### src/rtl/instruction_loader.sv
// ---------------------------------------------------------------------------
// instruction_loader
//
// Write-side loader for the 37-bit instruction memory. A host or debug link
// streams program bytes over a valid/ready handshake. Every BYTES_PER_WORD
// bytes are packed little-endian into one instruction, which is written to
// the memory with a single-cycle strobe at sequential addresses. It is used
// to load a program while the core is still held in reset.
//
// Ports
//   clk              system clock, all logic on the rising edge
//   reset            synchronous, active-high reset
//   start            one-cycle pulse that opens a session (honoured in IDLE)
//   start_address    first memory address written, captured on start
//   word_count       instructions to load (0..1024, larger values clamp)
//   byte_in          incoming program byte
//   byte_valid       byte_in is valid this cycle
//   byte_ready       loader accepts byte_in this cycle
//   mem_write_enable one-cycle write strobe to the instruction memory
//   mem_address      write address (holds between strobes)
//   mem_write_data   instruction to write (holds between strobes)
//   busy             session in progress (receiving or writing)
//   done             one-cycle pulse when the session ends
//   error            sticky format error, cleared by the next start or reset
// ---------------------------------------------------------------------------
module instruction_loader #(
    parameter int ADDR_WIDTH     = 10,
    parameter int INSTR_WIDTH    = 37,
    parameter int BYTES_PER_WORD = 5
) (
    input  logic                   clk,
    input  logic                   reset,
    input  logic                   start,
    input  logic [ADDR_WIDTH-1:0]  start_address,
    input  logic [ADDR_WIDTH:0]    word_count,
    input  logic [7:0]             byte_in,
    input  logic                   byte_valid,
    output logic                   byte_ready,
    output logic                   mem_write_enable,
    output logic [ADDR_WIDTH-1:0]  mem_address,
    output logic [INSTR_WIDTH-1:0] mem_write_data,
    output logic                   busy,
    output logic                   done,
    output logic                   error
);

    // Bits supplied by the full bytes, and the few bits taken from the last one.
    localparam int LOW_BITS = 8 * (BYTES_PER_WORD - 1);
    localparam int TOP_BITS = INSTR_WIDTH - LOW_BITS;
    localparam int IDX_W    = $clog2(BYTES_PER_WORD);

    localparam logic [IDX_W-1:0]    LAST_IDX  = IDX_W'(BYTES_PER_WORD - 1);
    localparam logic [ADDR_WIDTH:0] MAX_WORDS = {1'b1, {ADDR_WIDTH{1'b0}}};
    localparam logic [ADDR_WIDTH:0] ONE_WORD  = {{ADDR_WIDTH{1'b0}}, 1'b1};

    typedef enum logic [1:0] {
        S_IDLE,
        S_RECEIVE,
        S_WRITE,
        S_FINISH
    } state_t;

    state_t                r_state;
    logic [IDX_W-1:0]      r_idx;        // index of the next byte within the word
    logic [LOW_BITS-1:0]   r_asm;        // full bytes of the word being assembled
    logic [ADDR_WIDTH-1:0] r_addr;       // address of the word being assembled
    logic [ADDR_WIDTH:0]   r_remaining;  // words still to be written

    logic [ADDR_WIDTH:0]   w_clamped_count;
    logic [INSTR_WIDTH-1:0] w_word;
    logic                  w_format_err;

    // A full memory's worth is the most a session can ever write.
    assign w_clamped_count = (word_count > MAX_WORDS) ? MAX_WORDS : word_count;

    // The last byte completes the word directly, so the write strobe can
    // follow its handshake by exactly one cycle.
    assign w_word       = {byte_in[TOP_BITS-1:0], r_asm};
    assign w_format_err = |byte_in[7:TOP_BITS];

    // NOTE: every register in this block is assigned with <= so all of them
    // update together from the values seen at the same clock edge.
    always_ff @(posedge clk) begin
        if (reset) begin
            r_state          <= S_IDLE;
            r_idx            <= '0;
            r_asm            <= '0;
            r_addr           <= '0;
            r_remaining      <= '0;
            byte_ready       <= 1'b0;
            mem_write_enable <= 1'b0;
            mem_address      <= '0;
            mem_write_data   <= '0;
            busy             <= 1'b0;
            done             <= 1'b0;
            error            <= 1'b0;
        end else begin
            case (r_state)
                S_IDLE: begin
                    if (start) begin
                        r_addr      <= start_address;
                        r_remaining <= w_clamped_count;
                        r_idx       <= '0;
                        error       <= 1'b0;
                        if (word_count == '0) begin
                            r_state <= S_FINISH;
                            done    <= 1'b1;
                        end else begin
                            r_state    <= S_RECEIVE;
                            byte_ready <= 1'b1;
                            busy       <= 1'b1;
                        end
                    end
                end

                S_RECEIVE: begin
                    if (byte_valid && byte_ready) begin
                        if (r_idx == LAST_IDX) begin
                            // Upper bits of the last byte are dropped, but
                            // a non-zero value flags a malformed stream.
                            if (w_format_err) begin
                                error <= 1'b1;
                            end
                            mem_write_data   <= w_word;
                            mem_address      <= r_addr;
                            mem_write_enable <= 1'b1;
                            byte_ready       <= 1'b0;
                            r_state          <= S_WRITE;
                        end else begin
                            for (int k = 0; k < BYTES_PER_WORD - 1; k++) begin
                                if (r_idx == IDX_W'(k)) begin
                                    r_asm[8*k +: 8] <= byte_in;
                                end
                            end
                            r_idx <= r_idx + 1'b1;
                        end
                    end
                end

                S_WRITE: begin
                    mem_write_enable <= 1'b0;
                    // Address wraps naturally at the top of memory.
                    r_addr           <= r_addr + 1'b1;
                    r_remaining      <= r_remaining - 1'b1;
                    if (r_remaining == ONE_WORD) begin
                        r_state <= S_FINISH;
                        busy    <= 1'b0;
                        done    <= 1'b1;
                    end else begin
                        r_state    <= S_RECEIVE;
                        r_idx      <= '0;
                        byte_ready <= 1'b1;
                    end
                end

                S_FINISH: begin
                    done    <= 1'b0;
                    r_state <= S_IDLE;
                end

                default: begin
                    r_state <= S_IDLE;
                end
            endcase
        end
    end

endmodule

### config.mk
export PLATFORM = sky130hd
export DESIGN_NAME = instruction_loader
export DESIGN_NICKNAME = d
export VERILOG_FILES = /design/src/rtl/instruction_loader.sv
export SDC_FILE = /design/constraint.sdc
export NUM_CORES = 1
export LEC_CHECK = 0
export ABC_AREA = 1
export BUFFER_PORTS_ARGS = -buffer_cell sky130_fd_sc_hd__buf_2
export CORE_ASPECT_RATIO = 1.1
export CORE_MARGIN = 2
export CORE_UTILIZATION = 35
export DETAILED_ROUTE_END_ITERATION = 12
export PLACE_DENSITY = 0.54
export SYNTH_ARGS = -nofsm -noshare
export SYNTH_HDL_FRONTEND = slang
export SYNTH_SLANG_ARGS = --single-unit
export TNS_END_PERCENT = 20
### constraint.sdc
create_clock -name clk -period 1.6 [get_ports clk]
set_input_delay 0.24 -clock clk [delete_from_list [all_inputs] [get_ports clk]]
set_output_delay 0.24 -clock clk [all_outputs]
set_load 0.02 [all_outputs]
Yosys cells after proc, flatten, opt, wreduce, memory -nomap -nowiden
Cells that the tools add are included.
Widths: inputs -> output; s select.

storage, ports and cells
  output and inout port bits = 52
  bits in read-only memories = 0
  input port bits = 33
  logic and storage cells = 96
  memory bits (writable) = 0
  memories = 0
  register bits = 110
  latch bits = 0

cells by class
  magnitude comparators = 1
  multiply operators = 0
  mux-type cells = 36
  shifts and indexed selects = 0
  bitwise logic cells = 1
  add/subtract/negate cells = 3
  reductions and logical operators = 23
  equal/unequal tests = 17
  divide/modulo/power cells = 0

operators with widths
  cell                   number
  $reduce_and 4->1       6
  $mux 11                2
  $pmux 11 s2            1
  $pmux 10 s2            1
  $ne 2x2->1 const B     9
  $mux 1                 15
  $mux 3                 4
  $eq 11x1->1 const B    1
  $gt 11x11->1 const B   1
  $logic_not 11->1       1
  $sub 11x1->11 const B  1
  $add 10x1->10 const B  1
  $mux 10                1
  $mux 2                 5
  $reduce_and 5->1       2
  $pmux 3 s3             1
  $reduce_and 3->1       3
  $pmux 2 s4             1
  $eq 3x2->1 const B     2
  $pmux 1 s2             3
  $pmux 1 s3             2
  $reduce_and 6->1       1
  $reduce_bool 2->1      3
  $reduce_bool 3->1      2
  11 further kinds       12

Logic depth before layout (Yosys ltp)
Gate-level depths: netlist of run 1.

  depth in word-level cells = 5
  gate-level depth with buffers = 11
  mapped depth without buffers = 10

Worst setup path after synthesis of run 1
Ideal clock, no wire load.

  path kind = flip-flop to flip-flop
  start = reg r_idx[0]
  end = reg r_idx[1]
  setup slack = 0.090 ns
  stages on the path, launching flop included = 11
  setup time = 0.113 ns
  arrival time = 1.397 ns
  cells stage by stage = dfxtp_1 > inv_1 > ha_1 > a21oi_1 > nand2_4 > nand2_1 > nand2_1 > inv_2 > nand2_1 > nand2_1 > nor2_1

between the ends
  cells in the longest elaborated chain, start to end = 4
  elaborated cells on any way between the ends = 7

RTL lines
  element                 RTL line  RTL
  start, declared         64        logic [IDX_W-1:0] r_idx;
  start signal, assigned  135       r_idx <= r_idx + 1'b1;
  $add 3x1->3             135
  $mux 3                  118       if (r_idx == LAST_IDX) begin
  $mux 3                  117       if (byte_valid && byte_ready) begin
  $pmux 3 s3              98        case (r_state)

Several ways; a longest one is shown, not always the timed one. The select of a mux whose other input is x is not followed.
A chain may end at the register's enable or synchronous reset.

Worst setup path in the final report of run 1
  start = reg r_idx[1]
  end = reg mem_write_data[2]

between the ends
  cells in the longest elaborated chain, start to end = 2

RTL lines
  element                     RTL line  RTL
  $eq 3x3->1                  118
  $reduce_and 3->1 (no line)  -
  end signal, assigned        124       mem_write_data <= w_word;
  end, declared               41        output logic [INSTR_WIDTH-1:0] mem_write_data,

Every way passes these cells.

==> results of run 1 <==
## cells in the final DEF, fill, tap and decap left out, drive strengths merged
cell type	instances
dfxtp	110
clkinv	4
clkinvlp	1
o31ai	1
clkbuf	11
nand4	2
o311ai	1
o21ai	110
a211oi	2
o211ai	1
ha	8
nor3	7
a21oi	42
nor4	1
nand2	64
o22ai	1
buf	106
nor2	187
nand3b	1
nand3	29
inv	48
a31oi	4
o31a	1
## worst max-delay path: cells and delay by family, from the launching register on
kind	cells	cell delay (ns)
AOI/OAI and AO/OA	1	0.17
adders and majority gates	1	0.17
buffers and inverters	2	0.29
DFF	1	0.34
and+or+nand+nor	4	0.40
## per-stage QoR
stage | TNS (ns) | utilization [%] | worst slack [ns] | instances | total power, W
after floorplan | 0 | - | 0.09024 | 649 | 0.003503
after global placement | -0.2122 | 40.59 | -0.01815 | 887 | 0.003766
after detailed placement | -1.882 | 40.59 | -0.08481 | 887 | 0.003772
after CTS | 0 | 42.74 | 0.01499 | 902 | 0.005899
after global routing | -0.02765 | 43.38 | -0.01869 | 903 | 0.006155
final | 0 | 43.38 | 0.1047 | 903 | 0.005856
## routing by layer
layer,global-route usage [%],share of wire (%)
met5,0,0
met4,5.953,1.8
met3,3.898,4.5
met2,28.99,48
met1,22.39,46
## state kept, by name (all words and copies together), names as in the netlist
name	count
busy	1
byte_ready	1
done	1
error	1
mem_address	10
mem_write_data	37
mem_write_enable	1
r_addr	10
r_asm	32
r_idx	3
r_remaining	11
r_state	2
## worst max path at each step
stage | depth (start not counted) | endpoint | slack [ns] | start
final | 8 | mem_write_data[2] | 0.10 | r_idx[1]
after global routing | 8 | r_addr[8] | -0.02 | r_addr[1]
after CTS | 8 | r_asm[7] | 0.01 | r_idx[1]
after detailed placement | 8 | r_asm[3] | -0.08 | r_idx[1]
after global placement | 9 | mem_write_data[5] | -0.02 | r_idx[0]
after floorplan | 10 | r_idx[1] | 0.09 | r_idx[0]
## cells in the mapped netlist, drive strengths merged
cell / n
nor3: 7
nor2: 187
o31ai: 1
a31oi: 4
ha: 8
nor4: 1
o21ai: 110
o311ai: 1
nand2: 64
nand3b: 1
o211ai: 1
a21oi: 42
o22ai: 1
dfxtp: 110
buf: 16
o31a: 1
clkbuf: 13
inv: 47
clkinv: 1
nand3: 29
a211oi: 2
nand4: 2
## area by class of cell
class / count / area [µm²]
clock buffers: 10 / 239.0
clock inverters: 5 / 35.03
fillers: 1368 / 7481
inverters: 48 / 202.7
multi-input cells: 462 / 2198
flip-flops and latches: 110 / 2205
well taps: 161 / 201.4
repair buffers: 107 / 650.6
## timing repair
item,CTS,global route
endpoints found under the setup margin,69,82
hold endpoints to repair,0,0
cloned,0,1
hold buffers,0,0
buffers inserted,0,0
gates resized for setup,4,42
## power by group through the flow
stage,sequential [W],combinational [W],clock (W)
4_1_cts,0.00293,0.000790,0.00218
6_report,0.00293,0.000807,0.00212
2_1_floorplan,0.00299,0.000511,0
3_3_place_gp,0.00299,0.000779,0
5_1_grt,0.00295,0.000928,0.00228
3_5_place_dp,0.00299,0.000784,0
## cell families (layout without fill, tap and decap cells)
group,count (synthesis),after routing,synth area share (%)
AOI/OAI and AO/OA,163,163,17.85
adders and majority gates,8,8,2.119
buffers and inverters,77,170,7.680
DFF,110,110,46.61
and+or+nand+nor,291,291,25.74
==> impl_metrics.ini, run 1 <==
[status]
status = completed

[critical_path]
rr_endpoint = mem_write_data[2]
start_kind = flop
crit_path_max_fanout = 22
cp.required_ns = 1.84
cp.arrival_ns = 1.74
cp_slowest_stage_delay_ns = 0.34
crit_chain = inv_1, ha_4, nand2_1, nor2_4, nand2_4, buf_6, o21ai_0, nor2_1
reg2reg_slack_ns = 0.10
cp-end-kind = flop
reg2reg_from = r_idx[1]
crit_slowest_cell = dfxtp_2
path_class = flop to flop
rr_worst_depth = 8

[grt]
grt_max_degree = 87
grt_pass1_wl_um = 20040
antenna_found_initial = 0
gr-total-overflow = 0
grt_pass1_vias = 4130
grtUsageTotal_pct = 17.48

[yosys]
yosysTopAreaCell = dfxtp_1
ys_seq_area_share_pct = 46.61
synth.top_cell.area_share_pct = 46.61
synth_warnings = 0
synth_area_mm2 = 0.004725
ys_ff_latch = 110
syn_area_per_cell_um2 = 7.280
synth_nets = 690
synth_cell_types = 34
syn_inst = 649
synth_area_leaders = dfxtp_1 47%, nor2_1 15%, o21ai_0 11%, nand2_1 4.7%, a21oi_1 4.4%

[cts]
cts_tree = yes
clk_latency_ns = 0.35
cts_made_buffers = 9
htreeDepth = 3
cts_sinks = 110
clk_root_buffer_cell = clkbuf_16
cts_buffer_depth = 2
clk_pin_slew_ns = 0.07

[pwr]
switching_share_pct = 27.82
clock_power_share_pct = 36.2
p_sw_w = 0.001629
power.density_mw_per_mm2 = 1022
sequentialPowerShare_pct = 50.1
power_frac_comb_pct = 13.8
peakVddDrop_uv = 435.7
power_leakage_nw = 2.581
internal_power_w = 0.004227

[floorplanning]
start_util_pct = 35.76
die-area_mm2 = 0.01445
dieHeight_um = 125.9
core_mm2 = 0.01321
ios = 85
die_x_um = 114.8
rows = 44

[timing]
final-setup-viol-count = 0
worst_slew_pin_slew_ns = 0.3408
slew_headroom_pct = 77.11
period_minus_slack_ns = 1.495
hold_slack_ns = 0.1556
timing.fmax_ghz = 0.6688
skew_ns = 0.006350
fin_crit_sh_pct = 93.45
hold_viol = 0
drv_slew = 0
rsz0062_at_grt = true

[finish]
final_nets = 779
areaGrowthSynthToFinish_pct = 21.32
antennaDiodeCount = 0
fin_area_mm2 = 0.005732
drive_gt1_share_pct = 20.22

[routing]
via_count = 4358
wl_per_cell_um = 13.52
ant_nets = 0
firstDrtPassIters = 4
drc = 0
drt-total-wl_um = 12210
drtIter0Drc = 280
detail_route.vias_per_cell = 4.826

[min_path]
min_from = start_address[3]
hp-class = input port to flop
min_path_cells = 3
whs_endpoint = r_addr[3]

[placed_design]
place_congestion = 0.8298
post_dp_cell_area_mm2 = 0.005363
port_buffers = 84
hpwl_um = 8886

[job]
cap_viol_max_count = 0
Note: power is estimated with default switching activity, not from simulation.
==> inputs of run 2 (changes only) <==
CELL_PAD_IN_SITES_DETAIL_PLACEMENT = 0   (was not set)
CELL_PAD_IN_SITES_GLOBAL_PLACEMENT = 1   (was not set)
CORE_MARGIN = 4   (was 2)
PLACE_DENSITY = 0.72   (was 0.54)
TNS_END_PERCENT = 5   (was 20)
==> run 2 against run 1 <==
Against the previous run:
- final area is 0.90% higher
- non-clock buffer count is 1 higher
- register-to-register slack worse by 0.03 ns
- clock-buffer cell count is 2 higher
- flip-flop and latch count stayed put
- cell count is 0.22% higher
- largest cell class unchanged
==> impl_metrics.ini, run 2 (synthesized netlist as in run 1, its figures left out) <==
[timing]
hold_viol = 0
skew_ns = 0.009297
fin_crit_sh_pct = 95.16
final-setup-viol-count = 0
finalSetupTns_ns = 0
period_minus_slack_ns = 1.523
drv_slew = 0
timing.fmax_ghz = 0.6568
worst_slew_pin_slew_ns = 0.3905
slew_headroom_pct = 73.76

[critical_path]
crit_path_start = r_idx[0]
critPathBufInv = 2
cp_slowest_stage_delay_ns = 0.32
cp-end-kind = flop
crit_slowest_cell = dfxtp_1
crit_chain = inv_1, ha_2, nand2_1, nor2_4, nand2_4, buf_4, o21ai_0, nor2_1
reg2reg_slack_ns = 0.08
critPathTopFamily = simple AND/OR/NAND/NOR gates
reg2reg_from = r_idx[0]
cp.arrival_ns = 1.75
start_kind = flop
path_class = flop to flop
crit_path_max_fanout = 11
cp.required_ns = 1.83

[finish]
top_register = mem_write_data
final_common_cell = nor2_1
top_regs = mem_write_data: 37 flops, r_asm: 32 flops, r_remaining: 11 flops
final_nets = 780
final_cells = 905
areaGrowthSynthToFinish_pct = 22.40
most-common-layout-cells = 182 x nor2_1, 108 x dfxtp_1, 99 x o21ai_0
drive_gt1_share_pct = 19.89
largest_reg_flops = 37
antennaDiodeCount = 0

[floorplanning]
die-area_mm2 = 0.01542
ios = 85
rows = 44
start_util_pct = 35.76
dieHeight_um = 129.9
core_mm2 = 0.01321
die_x_um = 118.8

[routing]
drtIter0Drc = 204
drt-total-wl_um = 12350
detail_route.vias_per_cell = 4.844
wl_per_cell_um = 13.65
via_count = 4384
firstDrtPassIters = 5
ant_nets = 0
drc = 0

[grt]
grt_pass1_wl_um = 20580
antenna_found_initial = 0
grt_pass1_vias = 4297
grtUsageTotal_pct = 16.25
grt_max_degree = 65
gr-total-overflow = 0

[cts]
htreeDepth = 3
clk_root_buffer_cell = clkbuf_16
cts_sinks = 110
clk_latency_ns = 0.35
cts_hold_buffers = 0
clk_pin_slew_ns = 0.08
cts_setup_buffers = 0
cts_tree = yes
cts_buffer_depth = 2
cts_made_buffers = 9

[min_path]
hp-class = input port to flop
min_from = start_address[7]

[job]
cap_viol_max_count = 0

[pwr]
sequentialPowerShare_pct = 47.5
p_sw_w = 0.001597
peakVddDrop_uv = 537.3
power_frac_comb_pct = 13.2
internal_power_w = 0.004560
switching_share_pct = 25.94
power.density_mw_per_mm2 = 1065
clock_power_share_pct = 39.3
power_leakage_nw = 2.605

[placed_design]
port_buffers = 84
place_congestion = 0.8436
hpwl_um = 9166
dpl.cell_count = 889

[status]
status = completed
[run 2: changes by cell type in the layout (fill, tap and decap cells not counted), sizes merged]
cell	previous run	this run
buf	106	108
bufinv	0	2
clkinv	4	2
clkbuf	11	12
clkinvlp	1	0
[run 2: area by class of cell]
cell class | instances | area, µm²
clock buffer | 12 | 246.5
clock inverter | 4 | 77.57
fill | 1420 | 7430
inverter | 48 | 188.9
multi-input combinational | 462 | 2176
sequential | 110 | 2205
tap | 161 | 201.4
timing repair buffer | 108 | 688.2
[run 2: what timing repair did]
| item | CTS | global route |
|---|---|---|
| resized for setup | 1 | 8 |
| setup endpoints to repair | 2 | 50 |
| endpoints found under the hold margin | 0 | 0 |
| pin swaps | 0 | 1 |
[run 2: worst paths after layout]
kind,cells past startpoint,to
worst max-delay path,8,mem_write_data[13]
worst min-delay path,3,r_addr[7]
worst max register to register,8,mem_write_data[13]
worst min register to register,2,busy
[run 2: layer usage]
layer / vias to the layer above / GRT usage (%) / share of wire [%]
met4: 0 / 4.294 / 1.0
met5: - / 0 / 0
met2: 82 / 29.40 / 49
met3: 9 / 3.728 / 4.3
met1: 2000 / 19.57 / 45
li1: 2293 / - / -
[run 2: through the flow]
step / hold WS [ns] / setup slack [ns] / utilization, % / power (W) / area (µm²)
after floorplan: 0.3091 / 0.09024 / - / 0.003503 / 4725
after global placement: 0.4447 / 0.06306 / 41.17 / 0.003784 / 5440
after detailed placement: 0.4463 / 0.006083 / 41.17 / 0.003798 / 5440
after CTS: 0.1602 / 0.01072 / 43.65 / 0.006222 / 5767
after global routing: 0.1713 / -0.002249 / 43.77 / 0.006451 / 5783
final: 0.1683 / 0.07748 / 43.77 / 0.006157 / 5783
[run 2: power by group through the flow]
| stage | Combinational [W] | Sequential (W) | Clock, W |
|---|---|---|---|
| 2_1_floorplan | 0.000511 | 0.00299 | 0 |
| 3_3_place_gp | 0.000800 | 0.00298 | 0 |
| 3_5_place_dp | 0.000810 | 0.00299 | 0 |
| 4_1_cts | 0.000814 | 0.00293 | 0.00248 |
| 5_1_grt | 0.000928 | 0.00294 | 0.00258 |
| 6_report | 0.000811 | 0.00293 | 0.00242 |
[run 2: worst reg2reg max path: stages, from the launching register on]
cell and delay (ns):
dfxtp_1 0.32, inv_1 0.10, ha_2 0.22, nand2_1 0.09, nor2_4 0.15, nand2_4 0.08, buf_4 0.17, o21ai_0 0.22
nor2_1 0.06
